<file path="src/rtl/xif_copro_arbiter.sv">
// Shares one X-interface coprocessor between two CPU requesters.
// A single offloaded instruction is tracked from issue through commit to result.
module xif_copro_arbiter #(
  parameter int ID_WIDTH       = 4,
  parameter int TIMEOUT_CYCLES = 1024,
  localparam int CID           = ID_WIDTH + 1
) (
  input  logic                          clk_i,
  input  logic                          rst_ni,
  // CPU issue
  input  logic [1:0]                    cpu_issue_valid_i,
  output logic [1:0]                    cpu_issue_ready_o,
  input  logic [1:0][31:0]              cpu_issue_instr_i,
  input  logic [1:0][ID_WIDTH-1:0]      cpu_issue_id_i,
  input  logic [1:0][1:0][31:0]         cpu_issue_rs_i,
  input  logic [1:0][1:0]               cpu_issue_rs_valid_i,
  output logic [1:0]                    cpu_issue_accept_o,
  output logic [1:0]                    cpu_issue_writeback_o,
  // CPU commit / result
  input  logic [1:0]                    cpu_commit_valid_i,
  input  logic [1:0][ID_WIDTH-1:0]      cpu_commit_id_i,
  input  logic [1:0]                    cpu_commit_kill_i,
  output logic [1:0]                    cpu_result_valid_o,
  input  logic [1:0]                    cpu_result_ready_i,
  output logic [ID_WIDTH-1:0]           cpu_result_id_o,
  output logic [31:0]                   cpu_result_data_o,
  output logic [4:0]                    cpu_result_rd_o,
  output logic                          cpu_result_we_o,
  // Coprocessor
  output logic                          co_issue_valid_o,
  input  logic                          co_issue_ready_i,
  output logic [31:0]                   co_issue_instr_o,
  output logic [CID-1:0]                co_issue_id_o,
  output logic [1:0][31:0]              co_issue_rs_o,
  output logic [1:0]                    co_issue_rs_valid_o,
  input  logic                          co_issue_accept_i,
  input  logic                          co_issue_writeback_i,
  output logic                          co_commit_valid_o,
  output logic [CID-1:0]                co_commit_id_o,
  output logic                          co_commit_kill_o,
  input  logic                          co_result_valid_i,
  output logic                          co_result_ready_o,
  input  logic [CID-1:0]                co_result_id_i,
  input  logic [31:0]                   co_result_data_i,
  input  logic [4:0]                    co_result_rd_i,
  input  logic                          co_result_we_i,
  // Status
  output logic                          busy_o,
  output logic                          owner_o,
  output logic                          timeout_o,
  input  logic                          timeout_clr_i
);

  typedef enum logic [1:0] {IDLE, ISSUE, WAIT_COMMIT, WAIT_RESULT} state_e;

  // Counter is wide enough that saturation sits strictly above the limit,
  // so the limit is crossed exactly once per wait.
  localparam int CNT_W = $clog2(TIMEOUT_CYCLES + 2);
  localparam logic [CNT_W-1:0] CNT_LIM = CNT_W'(TIMEOUT_CYCLES);

  state_e             state_q, state_d;
  logic               owner_q, owner_d;
  logic               rr_q, rr_d;
  logic               wb_q, wb_d;
  logic [CNT_W-1:0]   cnt_q, cnt_d, cnt_inc;
  logic               timeout_q, timeout_d;

  logic issue_hs, commit_en, res_hs, to_set;

  always_comb begin
    cpu_issue_ready_o     = '0;
    cpu_issue_accept_o    = '0;
    cpu_issue_writeback_o = '0;
    cpu_result_valid_o    = '0;
    co_issue_valid_o      = 1'b0;
    co_result_ready_o     = 1'b0;
    co_issue_instr_o      = cpu_issue_instr_i[owner_q];
    co_issue_id_o         = {owner_q, cpu_issue_id_i[owner_q]};
    co_issue_rs_o         = cpu_issue_rs_i[owner_q];
    co_issue_rs_valid_o   = cpu_issue_rs_valid_i[owner_q];
    co_commit_id_o        = {owner_q, cpu_commit_id_i[owner_q]};
    co_commit_kill_o      = cpu_commit_kill_i[owner_q];
    cpu_result_id_o       = co_result_id_i[ID_WIDTH-1:0];
    cpu_result_data_o     = co_result_data_i;
    cpu_result_rd_o       = co_result_rd_i;
    cpu_result_we_o       = co_result_we_i;

    issue_hs = (state_q == ISSUE) && cpu_issue_valid_i[owner_q] && co_issue_ready_i;
    res_hs   = (state_q == WAIT_RESULT) && co_result_valid_i && cpu_result_ready_i[owner_q];

    if (state_q == ISSUE) begin
      co_issue_valid_o                 = cpu_issue_valid_i[owner_q];
      cpu_issue_ready_o[owner_q]       = co_issue_ready_i;
      cpu_issue_accept_o[owner_q]      = co_issue_accept_i;
      cpu_issue_writeback_o[owner_q]   = co_issue_writeback_i;
    end
    if (state_q == WAIT_RESULT) begin
      cpu_result_valid_o[owner_q] = co_result_valid_i;
      co_result_ready_o           = cpu_result_ready_i[owner_q];
    end

    // Commit may ride along with the accepting issue handshake.
    commit_en         = (state_q == WAIT_COMMIT) || (issue_hs && co_issue_accept_i);
    co_commit_valid_o = commit_en && cpu_commit_valid_i[owner_q];
  end

  always_comb begin
    state_d   = state_q;
    owner_d   = owner_q;
    rr_d      = rr_q;
    wb_d      = wb_q;
    cnt_d     = cnt_q;
    timeout_d = timeout_q;
    cnt_inc   = (cnt_q == '1) ? cnt_q : cnt_q + CNT_W'(1);
    to_set    = 1'b0;

    case (state_q)
      IDLE: begin
        if (|cpu_issue_valid_i) begin
          owner_d = (cpu_issue_valid_i == 2'b11) ? rr_q : cpu_issue_valid_i[1];
          state_d = ISSUE;
        end
      end
      ISSUE: begin
        if (issue_hs) begin
          if (!co_issue_accept_i) begin
            state_d = IDLE;
          end else begin
            wb_d = co_issue_writeback_i;
            if (!co_commit_valid_o)
              state_d = WAIT_COMMIT;
            else if (!co_commit_kill_o && co_issue_writeback_i)
              state_d = WAIT_RESULT;
            else
              state_d = IDLE;
          end
        end
      end
      WAIT_COMMIT: begin
        if (co_commit_valid_o)
          state_d = (!co_commit_kill_o && wb_q) ? WAIT_RESULT : IDLE;
      end
      WAIT_RESULT: begin
        if (res_hs) begin
          state_d = IDLE;
        end else begin
          cnt_d  = cnt_inc;
          to_set = (TIMEOUT_CYCLES != 0) && (cnt_inc == CNT_LIM);
        end
      end
      default: state_d = IDLE;
    endcase

    if (state_d == WAIT_RESULT && state_q != WAIT_RESULT) cnt_d = '0;
    if (state_d == IDLE && state_q != IDLE) rr_d = ~owner_q;

    if (to_set)             timeout_d = 1'b1;
    else if (timeout_clr_i) timeout_d = 1'b0;
  end

  always_ff @(posedge clk_i) begin
    if (!rst_ni) begin
      state_q   <= IDLE;
      owner_q   <= 1'b0;
      rr_q      <= 1'b0;
      wb_q      <= 1'b0;
      cnt_q     <= '0;
      timeout_q <= 1'b0;
    end else begin
      state_q   <= state_d;
      owner_q   <= owner_d;
      rr_q      <= rr_d;
      wb_q      <= wb_d;
      cnt_q     <= cnt_d;
      timeout_q <= timeout_d;
    end
  end

  assign busy_o    = (state_q != IDLE);
  assign owner_o   = owner_q;
  assign timeout_o = timeout_q;

endmodule

</file>
<file path="config.mk">
export PLATFORM = sky130hd
export DESIGN_NAME = xif_copro_arbiter
export DESIGN_NICKNAME = d
export VERILOG_FILES = /design/src/rtl/xif_copro_arbiter.sv
export SDC_FILE = /design/constraint.sdc
export NUM_CORES = 1
export LEC_CHECK = 0
export ABC_AREA = 1
export CAP_MARGIN = 20
export CORE_AREA = 2 2 168 170
export CTS_BUF_LIST = sky130_fd_sc_hd__clkbuf_8
export CTS_CLUSTER_DIAMETER = 80
export DETAILED_ROUTE_END_ITERATION = 8
export DIE_AREA = 0 0 170 172
export GPL_ROUTABILITY_DRIVEN = 0
export GPL_TIMING_DRIVEN = 0
export PLACE_DENSITY = 0.48
export RECOVER_POWER = 100
export SYNTH_ARGS = -nofsm -noshare
export SYNTH_HDL_FRONTEND = slang
export SYNTH_SLANG_ARGS = --single-unit
</file>
<file path="constraint.sdc">
create_clock -name clk_i -period 2.4 [get_ports clk_i]
set_input_delay 0.6 -clock clk_i [delete_from_list [all_inputs] [get_ports clk_i]]
set_output_delay 0.6 -clock clk_i [all_outputs]
set_load 0.02 [all_outputs]
</file>
==> impl_metrics.json, run 1 <==
{
  "powerDensity_nw_per_um2": 280,
  "tightest_slew_ns": 0.407,
  "grt_pass1_wl_microns": 28100,
  "cts_tree": "done",
  "ys.flop_type": "dfxtp_1",
  "syn_avg_cell_area_sq_um": 4.98,
  "drv_slew": 0,
  "grt_pass1_vias": 4806,
  "setup_slack_ns": 0.0499,
  "fin_nets": 1249,
  "postCtsSetupBuffers": 0,
  "cts_buffers": 3,
  "ant_nets": 0,
  "clock_latency_ns": 0.26,
  "seqCellArea_sq_um": 342,
  "syn_area_sq_um": 2900,
  "vias": 4736,
  "port_buffers": 391,
  "multiInputGateArea_sq_um": 1970,
  "arrival_ns": 1.75,
  "yosys_warnings": 0,
  "dr.pass1.iters": 6,
  "ios": 435,
  "syn_nets": 853,
  "synth_seq_cells": 17,
  "leakage_nw": 3.38,
  "dieHeight_microns": 172,
  "drv_cap": 0,
  "layout-drive-gt1-share_pct": 15.4,
  "wire_per_inst_microns": 14.8,
  "hp-class": "reg2reg",
  "ir_drop_mv": 0.130,
  "post-route-util_pct": 25.7,
  "crit_path_max_fanout": 3,
  "start_kind": "primary input",
  "yosysSeqAreaShare_pct": 11.7,
  "htree_levels": 1,
  "clock_path_buffers": 2,
  "num_rows": 61,
  "finalSetupViolations": 0,
  "rsz0062_at_grt": "true",
  "fillers": 3135,
  "initial_core_util_pct": 10.6,
  "yosys.cell_types.count": 34,
  "endpoint_kind": "output port",
  "grt_antenna_before_repair": 1,
  "hold_viol_final": 0,
  "whs_ns": 0.468,
  "drc": 0,
  "period_needed_ns": 2.35,
  "grt_start_max_net_pins": 11,
  "required_ns": 1.80,
  "clock.fmax_mhz": 426,
  "cts_root_buf": "clkbuf_8",
  "track_usage_pct": 12.6,
  "core_sq_um": 27500,
  "vias_per_cell": 3.58,
  "worstPathCellList": "clkdlybuf4s50_1 > inv_1 > nor3_1 > clkdlybuf4s15_2",
  "hold_buffers": 0,
  "synth_cells": 582,
  "critPathKind": "in2out",
  "hpwl_microns": 17300,
  "post-route-period-util_pct": 97.9,
  "first_iter_violations": 105,
  "finClkSkew_ns": 0.00120,
  "slowest_delay_ns": 0.53,
  "status": "completed",
  "async_reset_ff_share_pct": 0,
  "grt_overflow": 0,
  "synth_edf_count": 0,
  "dp_slack_ns": -1.01,
  "cts.sinks": 17,
  "fp.dieW_microns": 170,
  "crit_path_top_delay_cell": "clkdlybuf4s50_1",
  "wl_microns": 19600,
  "dieArea_sq_um": 29200,
  "clkTransAtPathRegs_ns": 0.07,
  "area_growth_pct": 144,
  "relSlewSlack_pct": 72.9
}
cells in the mapped netlist, types with 2 or more instances:
| cell type | n | share of area (%) |
|---|---|---|
| buf_6 | 2 | 0.78 |
| o21ai_0 | 6 | 1.0 |
| xor2_1 | 5 | 1.5 |
| buf_4 | 44 | 11 |
| dfxtp_1 | 17 | 12 |
| nor3_1 | 10 | 1.7 |
| inv_2 | 5 | 0.65 |
| nand2_4 | 2 | 0.78 |
| nand2_1 | 357 | 46 |
| a21oi_1 | 11 | 1.9 |
| nand3_2 | 5 | 1.7 |
| nor2_2 | 12 | 2.6 |
| nor2_1 | 18 | 2.3 |
| nand4_1 | 3 | 0.65 |
| o21ai_1 | 3 | 0.52 |
| inv_1 | 25 | 3.2 |
| nand3_1 | 12 | 2.1 |
| nor2_4 | 2 | 0.78 |
| nand2_2 | 5 | 1.1 |
| clkbuf_1 | 24 | 3.1 |
state kept, by name, indices dropped and copies added (netlist names):
signal and flops:
cnt_q 11, state_q 2, owner_o 1, rr_q 1
timeout_o 1, wb_q 1
where the power goes:
group	total [W]	switching [W]	internal [W]	leakage (nW)
clock network	0.000222	0.000106	0.000116	0.0255
registers	0.000295	0.00000647	0.000289	0.138
logic	0.00146	0.000751	0.000706	3.21
layout by cell type (no fill, tap or decap), types with 2 or more instances in the layout:
| cell | instances |
|---|---|
| nand2_1 | 359 |
| clkdlybuf4s50_1 | 223 |
| dlygate4sd3_1 | 48 |
| buf_4 | 47 |
| clkbuf_1 | 33 |
| clkbuf_2 | 28 |
| inv_1 | 25 |
| dlygate4sd2_1 | 22 |
| clkdlybuf4s15_1 | 22 |
| nor2_1 | 18 |
| dfxtp_1 | 16 |
| clkdlybuf4s15_2 | 16 |
| clkbuf_4 | 15 |
| nand3_1 | 14 |
| nor2_2 | 12 |
| nor3_1 | 10 |
| a21oi_1 | 10 |
| clkbuf_8 | 6 |
| o21ai_0 | 6 |
| inv_2 | 5 |
| xor2_1 | 5 |
| nand2_2 | 4 |
| o21ai_1 | 3 |
| nand3_2 | 3 |
| nand4_1 | 3 |
| buf_6 | 2 |
| nor2_4 | 2 |
layout make-up:
type / count / share of cell area [%]
Multi-Input combinational cell: 462 / 27.9
Clock buffer: 3 / 0.585
Tap cell: 346 / 6.13
Buffer: 71 / 8.01
Antenna cell: 1 / 0.0354
Inverter: 32 / 1.81
Timing Repair Buffer: 391 / 50.7
Clock inverter: 1 / 0.0709
Sequential cell: 17 / 4.84
repair_timing:
item | CTS | global route
pin swaps | 1 | 0
endpoints found under the hold margin | 0 | 0
gates resized for setup | 219 | 121
endpoints found under the setup margin | 118 | 93
per-layer routing:
layer  vias to the layer above  GRT usage [%]  part of all wire, %
li1                       2507              -                    -
met4                         0           1.04                 0.39
met3                         5           3.23                  7.9
met1                      2041           14.7                   39
met5                         -              0                    0
met2                       183           24.2                   52
worst max-delay path: cells and delay by family:
kind | cells | cell delay (ns)
simple gates | 1 | 0.23
buf+inv | 3 | 0.92
metrics by stage:
step | area, sq um | total power (W) | setup TNS, ns | instances
6_report | 7060 | 0.00197 | 0 | 1324
5_1_grt | 7060 | 0.00212 | -0.0697 | 1324
4_1_cts | 7340 | 0.00207 | 0 | 1323
3_5_place_dp | 7250 | 0.00192 | -79.46 | 1319
3_3_place_gp | 7250 | 0.00193 | -76.95 | 1319
2_1_floorplan | 2900 | 0.000960 | 0 | 582
cells by family (layout without fill, tap and decap cells):
kind of cell | Yosys count | after routing | synth area share [%]
xor gates and xnor gates | 6 | 6 | 1.81
other | 0 | 1 | 0
AOI/OAI and AO/OA | 23 | 23 | 4.53
buffers and inverters | 103 | 498 | 19.9
DFF | 17 | 17 | 11.7
and+or+nand+nor | 432 | 432 | 61.6
adders and majority gates | 1 | 1 | 0.432
worst paths after layout:
check                         start               endpoint  slack [ns]  cells past startpoint
hold / removal                 wb_q                   wb_q        0.47                      2
hold reg to reg                wb_q                   wb_q        0.47                      2
setup reg to reg            owner_o               cnt_q[0]        0.43                     13
setup / recovery  co_issue_accept_i  cpu_issue_accept_o[1]        0.05                      4
Power figures use the tool's default switching activity.
==> run 2: changes to the inputs <==
- CAP_MARGIN: 20 -> unset
- CORE_AREA: 2 2 168 170 -> 5 5 166 168
- DIE_AREA: 0 0 170 172 -> 0 0 171 173
- PLACE_DENSITY: 0.48 -> 0.5
==> impl_metrics.json, run 2 (synthesized netlist as in run 1, its figures left out) <==
{
  "post-route-util_pct": 27.5,
  "dp_slack_ns": -0.985,
  "track_usage_pct": 12.9,
  "critPathKind": "in2out",
  "fillers": 2968,
  "cts_tree": "done",
  "rr_startpoint": "owner_o",
  "setup_slack_ns": 0.0346,
  "clock_path_buffers": 2,
  "leakage_nw": 3.40,
  "tightest_slew_ns": 0.394,
  "relSlewSlack_pct": 73.9,
  "first_iter_violations": 129,
  "dieArea_sq_um": 29600,
  "biggestRegsByFlops": "cnt_q: 11 flops, state_q: 2 flops",
  "period_needed_ns": 2.37,
  "drv_cap": 0,
  "num_rows": 59,
  "cts_root_buf": "clkbuf_8",
  "powerDensity_nw_per_um2": 278,
  "ir_drop_mv": 0.150,
  "clock.fmax_mhz": 423,
  "start_kind": "primary input",
  "fin_nets": 1249,
  "finClkSkew_ns": 0.0109,
  "crit_path_max_fanout": 3,
  "grt_overflow": 0,
  "cts.sinks": 17,
  "clkTransAtPathRegs_ns": 0.08,
  "grt_pass1_wl_microns": 29700,
  "port_buffers": 391,
  "rsz0062_at_grt": "false",
  "post-route-period-util_pct": 98.6,
  "core_sq_um": 25800,
  "hold_viol_final": 0,
  "vias": 4760,
  "fp.dieW_microns": 171,
  "grt_pass1_vias": 5039,
  "htree_levels": 1,
  "endpoint_kind": "output port",
  "finalSetupViolations": 0,
  "hold_buffers": 0,
  "fin_cells": 1316,
  "ant_nets": 0,
  "finalInstanceArea_sq_um": 7090,
  "dieHeight_microns": 173,
  "dr.pass1.iters": 4,
  "final_cell_mix": "nand2_1, clkdlybuf4s50_1, buf_4, dlygate4sd3_1, dlygate4sd2_1",
  "cts_buffers": 3,
  "status": "completed",
  "largest_reg_flops": 11,
  "required_ns": 1.80,
  "initial_core_util_pct": 11.3,
  "ios": 435,
  "vias_per_cell": 3.62,
  "arrival_ns": 1.77,
  "wl_microns": 20600,
  "area_growth_pct": 144,
  "wire_per_inst_microns": 15.7,
  "grt_start_max_net_pins": 11,
  "hpwl_microns": 18400,
  "cp-startpoint": "co_issue_accept_i",
  "drc": 0,
  "dpl_cell_area_sq_um": 7230,
  "hp-start": "timeout_o",
  "final_common_cell": "nand2_1",
  "placed_cells": 1308,
  "layout-drive-gt1-share_pct": 13.2,
  "regMostFlops": "cnt_q",
  "grt_antenna_before_repair": 6,
  "clock_latency_ns": 0.26,
  "drv_slew": 0,
  "hp-class": "reg2reg"
}
## run 2: cell types whose count changed in the layout (fill, tap and decap cells not counted), sizes merged
cell	before	now
buf	50	53
clkbuf	83	67
clkdlybuf4s15	38	35
clkinv	2	1
diode	1	4
dlygate4sd1	0	1
dlygate4sd2	22	38
dlygate4sd3	48	47
inv	31	32
## run 2: stage by stage
step | TNS (ns) | hold WS (ns) | power [W]
2_1_floorplan | 0 | 0.442 | 0.000960
3_3_place_gp | -76.61 | 0.454 | 0.00193
3_5_place_dp | -77.20 | 0.461 | 0.00193
4_1_cts | -0.0522 | 0.472 | 0.00209
5_1_grt | 0 | 0.513 | 0.00212
6_report | 0 | 0.467 | 0.00197
## run 2: final timing paths
kind,end,slack (ns),cells past startpoint
max,cpu_issue_accept_o[1],0.03,4
min,timeout_o,0.47,2
max reg2reg,cnt_q[4],0.45,13
min reg2reg,timeout_o,0.47,2
## run 2: report_power, final
part	switching [W]	internal [W]
logic	0.000750	0.000708
clock network	0.000105	0.000114
registers	0.00000617	0.000289
## run 2: cell type report
| cell class | count | area, sq um | area share (%) |
|---|---|---|---|
| diodes | 4 | 10.0 | 0.141 |
| plain buffers | 71 | 566 | 7.98 |
| clock buffers | 3 | 41.3 | 0.583 |
| clock inverters | 1 | 3.75 | 0.0530 |
| inverters | 32 | 128 | 1.80 |
| multi-input cells | 462 | 1960 | 27.7 |
| flip-flops and latches | 17 | 342 | 4.82 |
| well taps | 335 | 419 | 5.92 |
| repair buffers | 391 | 3610 | 51.0 |
## run 2: worst max-delay path, stage by stage
cell	delay, ns
clkdlybuf4s50_1	0.52
inv_1	0.09
nor3_1	0.20
dlygate4sd1_1	0.36
## run 2: timing repair
item / 4_1_cts / 5_1_grt
buffers inserted: 0 / 0
gates cloned: 0 / 0
resized for setup: 265 / 58
setup endpoints to repair: 118 / 97
pin swaps: 0 / 0
## run 2: per-layer routing
layer / global-route usage (%) / share of wire [%] / wire, microns / up-vias
met2: 24.2 / 52 / 10700 / 214
met3: 5.21 / 12 / 2380 / 22
met1: 13.4 / 35 / 7170 / 2010
met4: 2.74 / 1.8 / 380 / 2
met5: 0 / 0.034 / 7 / -
li1: - / - / - / 2512
==> run 3: changes to the inputs <==
- CORE_AREA: 5 5 166 168 -> 5 5 168 170
- DIE_AREA: 0 0 171 173 -> 0 0 173 175
- PLACE_DENSITY: 0.5 -> 0.56
- clock period: 2.4 -> 2.2 ns (I/O delays scaled with it)
==> impl_metrics.json, run 3 (synthesized netlist as in run 1, its figures left out) <==
{
  "status": "completed",
  "endpoint_kind": "output port",
  "wl_microns": 21500,
  "finalSetupViolations": 0,
  "crit_path_max_fanout": 2,
  "ant_nets": 0,
  "cp-endpoint": "cpu_issue_writeback_o[1]",
  "clock_path_buffers": 2,
  "biggestRegsByFlops": "cnt_q: 11 flops, state_q: 2 flops",
  "tightest_slew_ns": 0.311,
  "cts_root_buf": "clkbuf_8",
  "required_ns": 1.65,
  "cp-startpoint": "co_issue_writeback_i",
  "leakage_nw": 3.48,
  "finClkSkew_ns": 0.00710,
  "r2r_slack_ns": 0.30,
  "htree_levels": 1,
  "fp.dieW_microns": 173,
  "drv_cap": 0,
  "track_usage_pct": 13.2,
  "grt_start_max_net_pins": 11,
  "drv_slew": 0,
  "fin_nets": 1250,
  "dr.pass1.iters": 4,
  "port_buffers": 391,
  "first_iter_violations": 242,
  "vias_per_cell": 3.64,
  "final_cell_mix": "nand2_1, clkdlybuf4s50_1, buf_2, buf_4, dlygate4sd3_1",
  "dpl_cell_area_sq_um": 7240,
  "initial_core_util_pct": 10.9,
  "dieArea_sq_um": 30300,
  "critPathKind": "in2out",
  "dieHeight_microns": 175,
  "grt_pass1_wl_microns": 31000,
  "arrival_ns": 1.62,
  "ir_drop_mv": 0.123,
  "hp-class": "reg2reg",
  "drc": 0,
  "grt_pass1_vias": 5113,
  "core_sq_um": 26600,
  "grt_overflow": 0,
  "finalInstanceArea_sq_um": 7110,
  "grt_antenna_before_repair": 6,
  "cts_buffers": 3,
  "regMostFlops": "cnt_q",
  "rsz0062_at_grt": "true",
  "fillers": 3039,
  "cts.sinks": 17,
  "ff2ff_path_depth": 11,
  "layout-drive-gt1-share_pct": 20.9,
  "period_needed_ns": 2.17,
  "clkTransAtPathRegs_ns": 0.06,
  "start_kind": "primary input",
  "final_common_cell": "nand2_1",
  "num_rows": 60,
  "clock.fmax_mhz": 462,
  "cts_tree": "done",
  "largest_reg_flops": 11,
  "vias": 4822,
  "relSlewSlack_pct": 79.2,
  "area_growth_pct": 145,
  "post-route-period-util_pct": 98.5,
  "wire_per_inst_microns": 16.2,
  "whs_ns": 0.468,
  "r2r_end": "timeout_o",
  "hold_viol_final": 0,
  "powerDensity_nw_per_um2": 310,
  "hpwl_microns": 18900,
  "clock_latency_ns": 0.25,
  "rr_startpoint": "cnt_q[1]",
  "ios": 435
}
==> run 3: through the flow <==
step | utilization [%] | cells | setup slack, ns | TNS (ns) | total power (W)
floorplan | - | 582 | 0.207 | 0 | 0.00105
global placement | 27.2 | 1314 | -1.55 | -106.67 | 0.00213
detailed placement | 27.2 | 1314 | -1.51 | -105.23 | 0.00212
CTS | 28.3 | 1318 | -0.131 | -1.26 | 0.00234
global route | 26.7 | 1323 | -0.0431 | -0.266 | 0.00235
finish | 26.7 | 1323 | 0.0336 | 0 | 0.00220
==> run 3: cell type report <==
cell class / count / area, sq um / area share, %
clock buffer: 3 / 41.3 / 0.581
timing repair buffer: 392 / 3510 / 49.3
multi-input combinational: 462 / 1970 / 27.7
inverter: 32 / 128 / 1.80
buffer: 71 / 682 / 9.60
clock inverter: 1 / 3.75 / 0.0528
antenna: 4 / 10.0 / 0.141
sequential: 17 / 344 / 4.84
tap: 341 / 427 / 6.00
==> run 3: worst min path at each step <==
| stage | depth (start not counted) | startpoint | endpoint | slack (ns) |
|---|---|---|---|---|
| floorplan | 2 | wb_q | wb_q | 0.44 |
| CTS | 2 | timeout_o | timeout_o | 0.47 |
| finish | 2 | timeout_o | timeout_o | 0.47 |
| global route | 2 | timeout_o | timeout_o | 0.47 |
| global placement | 2 | wb_q | wb_q | 0.46 |
| detailed placement | 2 | timeout_o | timeout_o | 0.46 |
==> run 3: timing repair <==
action | 4_1_cts | 5_1_grt
setup endpoints to repair | 118 | 97
buffers inserted | 0 | 1
gates cloned | 0 | 0
resized for setup | 401 | 105
hold buffers | 0 | 0
pin swaps | 0 | 1
==> run 3: where the power goes <==
| part | switching [W] | internal (W) |
|---|---|---|
| Sequential | 0.00000795 | 0.000315 |
| Combinational | 0.000851 | 0.000800 |
| Clock | 0.000107 | 0.000124 |
| Total | 0.000966 | 0.00124 |
==> run 3: routing by layer <==
layer	wire length (microns)	track usage (%)	part of all wire [%]	vias to the layer above
met3	1860	4.44	8.7	23
met4	388	2.99	1.8	2
li1	-	-	-	2509
met2	11200	24.5	52	199
met1	7970	14.5	37	2089
met5	20	0	0.093	-
==> run 3: critical path: stages <==
cell	delay (ns)
clkdlybuf4s50_1	0.53
inv_1	0.07
nor3_1	0.17
clkdlybuf4s15_2	0.30
